`config.mk`:
```
export PLATFORM = sky130hd
export DESIGN_NAME = dds_phase_accumulator_flat
export DESIGN_NICKNAME = d
export VERILOG_FILES = /design/src/rtl/dds_pkg.sv /design/src/rtl/dds_phase_accumulator_if.sv /design/src/rtl/dds_lfsr16.sv /design/src/rtl/dds_phase_accumulator.sv /design/src/flat_wrapper.sv
export SDC_FILE = /design/constraint.sdc
export NUM_CORES = 1
export LEC_CHECK = 0
export CAP_MARGIN = 20
export CORE_MARGIN = 2
export CORE_UTILIZATION = 55
export CTS_CLUSTER_DIAMETER = 120
export DETAILED_ROUTE_END_ITERATION = 7
export DONT_BUFFER_PORTS = 1
export PLACE_DENSITY = 0.76
export SYNTH_ARGS = -nofsm -noshare
export SYNTH_HDL_FRONTEND = slang
export SYNTH_SLANG_ARGS = --single-unit
```
`constraint.sdc`:
```
create_clock -name clk -period 11.8 [get_ports clk]
set_input_delay 2.36 -clock clk [delete_from_list [all_inputs] [get_ports clk]]
set_output_delay 2.36 -clock clk [all_outputs]
set_load 0.03 [all_outputs]
```
`src/rtl/dds_pkg.sv`:
```
// Shared constants and types for the DDS phase accumulator and its dither LFSR.
package dds_pkg;

    localparam int unsigned ACC_W_DEF  = 24;
    localparam int unsigned ADDR_W_DEF = 8;

    typedef enum logic [1:0] {
        IDLE = 2'd0,
        RUN  = 2'd1,
        PEND = 2'd2
    } dds_state_e;

    // x^16 + x^14 + x^13 + x^11 + 1 -> state bits 15, 13, 12, 10
    localparam logic [15:0] LFSR_SEED = 16'hACE1;
    localparam logic [15:0] LFSR_TAPS = 16'hB400;

endpackage

```
`src/rtl/dds_phase_accumulator_if.sv`:
```
// Tuning-word handshake and phase-address output bundle of the DDS accumulator.
interface dds_phase_accumulator_if
    import dds_pkg::*;
#(
    parameter int unsigned ACC_W  = ACC_W_DEF,
    parameter int unsigned ADDR_W = ADDR_W_DEF
) ();

    logic              ftw_valid;
    logic [ACC_W-1:0]  ftw_data;
    logic              ftw_ready;
    logic [ADDR_W-1:0] address;
    logic              address_valid;
    logic              wrap;

    modport master (
        output ftw_valid, ftw_data,
        input  ftw_ready, address, address_valid, wrap
    );

    modport slave (
        input  ftw_valid, ftw_data,
        output ftw_ready, address, address_valid, wrap
    );

endinterface

```
`src/rtl/dds_lfsr16.sv`:
```
// 16-bit Fibonacci LFSR used as phase-truncation dither source.
module dds_lfsr16
    import dds_pkg::*;
(
    input  logic        clk,
    input  logic        rst_n,
    input  logic        advance,
    output logic [15:0] out
);

    logic [15:0] r_state;

    always_ff @(posedge clk or negedge rst_n) begin
        if (!rst_n) begin
            r_state <= LFSR_SEED;
        end else if (advance) begin
            r_state <= {r_state[14:0], ^(r_state & LFSR_TAPS)};
        end
    end

    assign out = r_state;

endmodule

```
`src/rtl/dds_phase_accumulator.sv`:
```
// DDS phase accumulator with phase-continuous FTW updates (applied at wrap).
// Optional truncation dither enabled by defining PHASE_DITHER_EN.
module dds_phase_accumulator
    import dds_pkg::*;
#(
    parameter int unsigned ACC_W  = ACC_W_DEF,
    parameter int unsigned ADDR_W = ADDR_W_DEF
) (
    input  logic                  clk,
    input  logic                  rst_n,
    input  logic                  enable,
    input  logic                  sync_clear,
    input  logic [ADDR_W-1:0]     phase_offset,
    dds_phase_accumulator_if.slave bus
);

    dds_state_e        r_state;
    logic [ACC_W-1:0]  r_acc;
    logic [ACC_W-1:0]  r_ftw_active;
    logic [ACC_W-1:0]  r_ftw_shadow;
    logic              r_ftw_ready;
    logic [ADDR_W-1:0] r_address;
    logic              r_address_valid;
    logic              r_wrap;

    logic [ACC_W:0]    w_sum;
    logic              w_carry;
    logic              w_accept;
    logic [ACC_W-1:0]  w_acc_next;
    logic [ACC_W-1:0]  w_addr_src;

    // Accumulator next value: clear beats enable
    always_comb begin
        w_sum      = {1'b0, r_acc} + {1'b0, r_ftw_active};
        w_carry    = w_sum[ACC_W];
        w_accept   = bus.ftw_valid & r_ftw_ready;
        w_acc_next = r_acc;
        if (sync_clear) begin
            w_acc_next = '0;
        end else if (enable) begin
            w_acc_next = w_sum[ACC_W-1:0];
        end
    end

`ifdef PHASE_DITHER_EN
    localparam logic [ACC_W-1:0] DITHER_MASK = (ACC_W'(1) << (ACC_W - ADDR_W)) - ACC_W'(1);

    logic [15:0] w_lfsr;

    dds_lfsr16 u_lfsr (
        .clk     (clk),
        .rst_n   (rst_n),
        .advance (enable),
        .out     (w_lfsr)
    );

    // Dither only perturbs the address tap, never the accumulator
    assign w_addr_src = w_acc_next + (ACC_W'(w_lfsr) & DITHER_MASK);
`else
    assign w_addr_src = w_acc_next;
`endif

    always_ff @(posedge clk or negedge rst_n) begin
        if (!rst_n) begin
            r_state         <= IDLE;
            r_acc           <= '0;
            r_ftw_active    <= '0;
            r_ftw_shadow    <= '0;
            r_ftw_ready     <= 1'b1;
            r_address       <= '0;
            r_address_valid <= 1'b0;
            r_wrap          <= 1'b0;
        end else begin
            r_acc           <= w_acc_next;
            r_address       <= w_addr_src[ACC_W-1 -: ADDR_W] + phase_offset;
            r_address_valid <= enable;
            r_wrap          <= enable & w_carry & ~sync_clear;

            case (r_state)
                IDLE: begin
                    if (w_accept) begin
                        r_ftw_active <= bus.ftw_data;
                    end
                    if (enable) begin
                        r_state <= RUN;
                    end
                end
                RUN: begin
                    if (!enable) begin
                        if (w_accept) begin
                            r_ftw_active <= bus.ftw_data;
                        end
                        r_state <= IDLE;
                    end else if (w_accept) begin
                        // Held back so the running add finishes its current period
                        r_ftw_shadow <= bus.ftw_data;
                        r_ftw_ready  <= 1'b0;
                        r_state      <= PEND;
                    end
                end
                PEND: begin
                    if (!enable || sync_clear || w_carry) begin
                        r_ftw_active <= r_ftw_shadow;
                        r_ftw_ready  <= 1'b1;
                        r_state      <= enable ? RUN : IDLE;
                    end
                end
                default: begin
                    r_ftw_ready <= 1'b1;
                    r_state     <= IDLE;
                end
            endcase
        end
    end

    assign bus.ftw_ready     = r_ftw_ready;
    assign bus.address       = r_address;
    assign bus.address_valid = r_address_valid;
    assign bus.wrap          = r_wrap;

endmodule

```
`src/flat_wrapper.sv`:
```
// flat-port wrapper written by rule: the top's interface ports become plain ports
module dds_phase_accumulator_flat import dds_pkg::*;
#(
    parameter int unsigned ACC_W  = ACC_W_DEF,
    parameter int unsigned ADDR_W = ADDR_W_DEF
)
  (clk, rst_n, enable, sync_clear, phase_offset, bus_ftw_valid, bus_ftw_data, bus_ftw_ready, bus_address, bus_address_valid, bus_wrap);
  dds_phase_accumulator_if #(.ACC_W(ACC_W), .ADDR_W(ADDR_W)) bus_i ();
  input  logic clk;
  input  logic rst_n;
  input  logic enable;
  input  logic sync_clear;
  input  logic [ADDR_W-1:0] phase_offset;
  input wire logic [$bits(bus_i.ftw_valid)-1:0] bus_ftw_valid;
  input wire logic [$bits(bus_i.ftw_data)-1:0] bus_ftw_data;
  output wire logic [$bits(bus_i.ftw_ready)-1:0] bus_ftw_ready;
  output wire logic [$bits(bus_i.address)-1:0] bus_address;
  output wire logic [$bits(bus_i.address_valid)-1:0] bus_address_valid;
  output wire logic [$bits(bus_i.wrap)-1:0] bus_wrap;
  assign bus_i.ftw_valid = bus_ftw_valid;
  assign bus_i.ftw_data = bus_ftw_data;
  assign bus_ftw_ready = bus_i.ftw_ready;
  assign bus_address = bus_i.address;
  assign bus_address_valid = bus_i.address_valid;
  assign bus_wrap = bus_i.wrap;
  dds_phase_accumulator #(.ACC_W(ACC_W), .ADDR_W(ADDR_W)) u_core (.clk(clk), .rst_n(rst_n), .enable(enable), .sync_clear(sync_clear), .phase_offset(phase_offset), .bus(bus_i));
endmodule
```
### Word level (Yosys, flattened, before mapping)

Index checks and enable logic that the tools add are counted.

* bits in registers: 85
* input bits: 37
* word-level logic and storage cells: 50

* $add $sub $neg: 2
* equality and inequality tests: 8
* muxes and demuxes: 16
* bitwise gates (word level): 5
* reduce and logical (&&, ||, !) cells: 10

Operators with widths (count)
* $mux 24: 5
* $pmux 24 s3: 1
* $add 24x24->25: 1
* $reduce_and 3->1: 3
* $add 8x8->8: 1
* $mux 2: 4
* $ne 2x2->1 const B: 3
* $pmux 2 s3: 1
* $mux 1: 4
* $ne 2x1->1 const B: 2
* $reduce_and 4->1: 1
* $and 1x1->1: 3
* $ne 3x2->1 const B: 1
* $pmux 1 s3: 1
* $reduce_bool 3->1: 1
* $eq 2x1->1 const B: 1
* $eq 2x2->1 const B: 1
* $logic_not 2->1: 1
* $logic_or 1x1->1: 2
* $not 1->1: 2
* $reduce_bool 2->1: 1
* $logic_not 1->1: 1

### Depth between registers and ports, before layout

* word-level depth: 5
* depth in mapped cells: 20
* gate-level depth less buffers: 20

### Worst setup path after synthesis

OpenSTA, ideal clock, no wires.

* path type: input to register
* from: in enable
* to: reg u_core.r_address[7], in the netlist u_core.bus.address[7]
* data arrival time: 4.858 ns
* data required time: 11.720 ns
* path slack: 6.862 ns
* stages: 13
* path buffers: 2
* cell sequence: buf_2 > buf_1 > nor2_1 > a211oi_1 > ha_1 > a21o_1 > a21oi_1 > o21ai_0 > o21ai_0 > nand2b_1 > a21oi_1 > xor2_1 > xnor2_1

* cells in the longest elaborated chain, start to end: 3

Ends and longest elaborated chain
* start, declared: RTL line flat_wrapper.sv:11 `input logic enable;`
* $mux 24: RTL line dds_phase_accumulator.sv:40 `end else if (enable) begin`
* $mux 24: RTL line dds_phase_accumulator.sv:38 `if (sync_clear) begin`
* net u_core.w_acc_next[17]: RTL line dds_phase_accumulator.sv:29 `logic [ACC_W-1:0] w_acc_next;`
* $add 8x8->8: RTL line dds_phase_accumulator.sv:75 `r_address <= w_addr_src[ACC_W-1 -: ADDR_W] + phase_offset;`
* end signal, assigned: RTL line dds_phase_accumulator.sv:75
* end, declared: RTL line dds_phase_accumulator.sv:22 `logic [ADDR_W-1:0] r_address;`

The timed path passes the listed nets, and every way through them passes these cells. The select of a mux whose other input is x is not followed.
A chain may end at the register's enable or synchronous reset.

### Worst setup path after layout

* from: reg u_core.r_ftw_active[0]
* to: reg u_core.r_address[7], in the netlist u_core.bus.address[7]

* cells in the longest elaborated chain, start to end: 4

Ends and longest elaborated chain
* start, declared: RTL line dds_phase_accumulator.sv:19 `logic [ACC_W-1:0] r_ftw_active;`
* start signal, assigned: RTL line dds_phase_accumulator.sv:82 `r_ftw_active <= bus.ftw_data;`
* start signal, assigned: RTL line dds_phase_accumulator.sv:91 `r_ftw_active <= bus.ftw_data;`
* start signal, assigned: RTL line dds_phase_accumulator.sv:103 `r_ftw_active <= r_ftw_shadow;`
* $add 24x24->25: RTL line dds_phase_accumulator.sv:34 `w_sum = {1'b0, r_acc} + {1'b0, r_ftw_active};`
* $mux 24: RTL line dds_phase_accumulator.sv:40
* $mux 24: RTL line dds_phase_accumulator.sv:38
* net u_core.w_acc_next[18]: RTL line dds_phase_accumulator.sv:29
* $add 8x8->8: RTL line dds_phase_accumulator.sv:75

The timed path passes the listed nets, and every way through them passes these cells. The select of a mux whose other input is x is not followed.

==> summary.txt <==
STA
  – RSZ-0062 raised after global routing: false
  – Setup TNS Final: 0 ns
  – Slew of the pin with the lowest slew margin: 1.11 ns
  – Fin crit period: 4.18 ns
  – Crit share post-route: 35.4%
  – Final Skew: 0.00983 ns
  – Endpoints failing setup: 0
  – Final worst slack: approximately 7.6 ns
  – Worst rel slew slack: 26.1%
  – Max Freq: between 0.2 and 0.25 GHz
  – Final hold vios: 0
  – Slew Limit Fails: 0
  – Hold_ws: about 0.5 ns

Hold path
  – Worst hold-check path type: flip-flop to flip-flop

Synth
  – Mapped Area: approximately 4900 sq um
  – Top cells by count, synth: dfrtp_1, mux2_2, a21oi_1, ha_1, nor2_1
  – Avg Cell Area, Syn: 11.4 sq um
  – Post-synth EDFFs: 0
  – Synth top area share: 42.9%
  – Main area contributors after synthesis: dfrtp_1, mux2_2, ha_1
  – Count leader, synth: dfrtp_1
  – Synth async-reset ratio: 100%
  – Synth cell types: 55
  – Synth Warn #: 0
  – Ys flop type: dfrtp_1
  – Syn Nets: 499
  – Synth area leader: dfrtp_1
  – Synth Register Bits: 85
  – Post-synthesis cell count: between 400 and 500
  – Register area share after synthesis: 43.4%

Route
  – Aggregate routed wire length: 9330 um
  – Via density per instance: 5.85
  – Routed WL per cell: 17.2 um
  – Antenna Nets Post-Route: 0
  – Drt drc: 0
  – Drt first pass iters: 4
  – Iter 0 DRT Violations: 102
  – Vias: 3172

Floorplanning
  – Initial Util: 56.4%
  – Core area: 8680 sq um
  – Die H: slightly below 100 um
  – Row count: 34
  – Chip Width: 98.4 um
  – Full die area: 9680 sq um
  – # IOs: 48

Layout
  – Post-route cell area: around 5200 sq um
  – Final core utilization: 59.7%
  – Final #Nets: 499
  – Area Overhead vs Synth: 5.82%
  – Non-Filler Instances: between 500 and 600
  – Diode count: 0
  – Share of layout cells above drive strength 1: 22.4%

Clocking
  – Total CTS buffers: 9
  – CTS tree: built
  – Clock Tree Root: clkbuf_8
  – CTS H-tree lvls: 3
  – Clk Latency, worst-skew pair: 0.35 ns
  – Post-cts resize count: 0
  – Clk buf depth: 2
  – Postcts setup bufs: 0
  – CTS Sinks: 85
  – Reg clk slew, reported paths: 0.09 ns
  – Hold buffer count at cts: 0

Critical path
  – WS Path Type: flip-flop to flip-flop
  – Startpoint type of the worst setup path: flip-flop
  – Cells along the critical path: ha_1 > inv_1 > fa_1 > and2b_1 > o21ai_1 > a21o_1 > a2111oi_4 > o31ai_2 > a21oi_1 > xnor2_1 > a211oi_1 > ha_1 > a21oi_1 > o21ai_0 > o21ai_0 > nand2b_1 > a21oi_1 > xor2_1 > xnor2_1
  – Critical path data arrival time: 4.46 ns
  – Most used cell, CP: a21oi_1
  – CP Max Fanout: 3
  – Crit. End Element: flip-flop
  – Required @ worst endpoint: 12.08 ns
  – Worst path bufs/invs: 1
  – Crit-path max cell delay: 0.41 ns
  – Delay-heaviest family, CP: compound AO/OA/AOI/OAI gates
  – CP max stage cell: fa_1
  – Worst reg-to-reg setup slack: 7.62 ns

Placement
  – Port Buffer Count: 0
  – GPL Wtd Cong: just under 0.9
  – Cell area after placement: 4970 sq um
  – Cell count after placement: approximately 530
  – Dpl ws: 7.33 ns
  – Final HPWL DP: about 6500 um

Global route
  – Largest net degree at the start of global routing: between 80 and 90
  – Grt ovf: 0
  – Initial antenna violation count: 0
  – Total GRT Usage: 20.4%
  – First-pass GRT wire length: roughly 16000 um
  – Number of global-route vias before repair: 3254

Run status
  – Status: complete, no violations

Pwr
  – Cell Pwr Density: 106 nW/um^2
  – Leak: ~2.5 nW
  – Maximum resistive drop on vdd: 0.0000672 V
  – Power Total: 550 uW

Run
  – Total of max-cap violations: 0
==> kinds of logic after synthesis <==
group                    Yosys count  synth area share [%]
AO/OA/AOI/OAI                     91                  12.5
AND/OR/NAND/NOR                   89                  8.33
XOR/XNOR                          24                  4.29
flip-flops                        85                  43.4
multiplexers                      83                  20.2
adder cells (fa/ha/maj)           33                  8.74
buffers and inverters             24                  2.53
==> report_power, final <==
| group | switching, mW | leakage [nW] | internal, mW |
|---|---|---|---|
| sequential | 0.00868 | 1.15 | 0.296 |
| combinational | 0.0101 | 1.29 | 0.0112 |
| clock | 0.106 | 0.0985 | 0.119 |
==> final timing paths <==
kind,cells after the start,end,start
setup / recovery,19,u_core.bus.address[7],u_core.r_ftw_active[0]
max in group asynchronous,0,u_core.bus.ftw_ready,rst_n
hold / removal,1,u_core.r_ftw_shadow[19],u_core.r_ftw_shadow[19]
setup reg to reg,19,u_core.bus.address[7],u_core.r_ftw_active[0]
hold reg to reg,1,u_core.r_ftw_shadow[19],u_core.r_ftw_shadow[19]
min in group asynchronous,0,u_core.r_ftw_shadow[10],rst_n
==> cell type report <==
| type | instances | area [sq um] |
|---|---|---|
| Inverter | 11 | 41.3 |
| Clock inverter | 6 | 87.6 |
| Timing Repair Buffer | 2 | 15.0 |
| Sequential cell | 85 | 2130 |
| Tap cell | 108 | 135 |
| Fill cell | 755 | 3490 |
| Multi-Input combinational cell | 320 | 2650 |
| Clock buffer | 10 | 128 |
==> cells in the final DEF (no fill, tap or decap), drive strengths merged, types with 6 or more instances in the layout <==
cell / count
mux2: 70
clkbuf: 10
nor3: 6
inv: 11
a21oi: 32
dfrtp: 84
xor2: 10
a21o: 11
xnor2: 14
ha: 31
o21ai: 17
mux2i: 13
nand2: 28
nor2: 30
==> sequential cells by signal, indices dropped and copies added, names as in the netlist <==
name and cells:
u_core.bus.address_valid 1, u_core.r_acc 24, u_core.r_ftw_shadow 24, u_core.r_state 2
u_core.bus.ftw_ready 1, u_core.r_ftw_active 24, u_core.bus.wrap 1, u_core.bus.address 8
==> per-layer routing <==
layer / part of all wire (%) / global-route usage (%) / up-vias / wire length (um)
met3: 4.5 / 4.15 / 11 / 418
li1: - / - / 1553 / -
met4: 1.6 / 7.90 / 0 / 151
met2: 45 / 31.4 / 53 / 4200
met1: 49 / 28.7 / 1555 / 4560
met5: 0 / 0 / - / 0
Note: power is estimated with default switching activity, not from simulation.
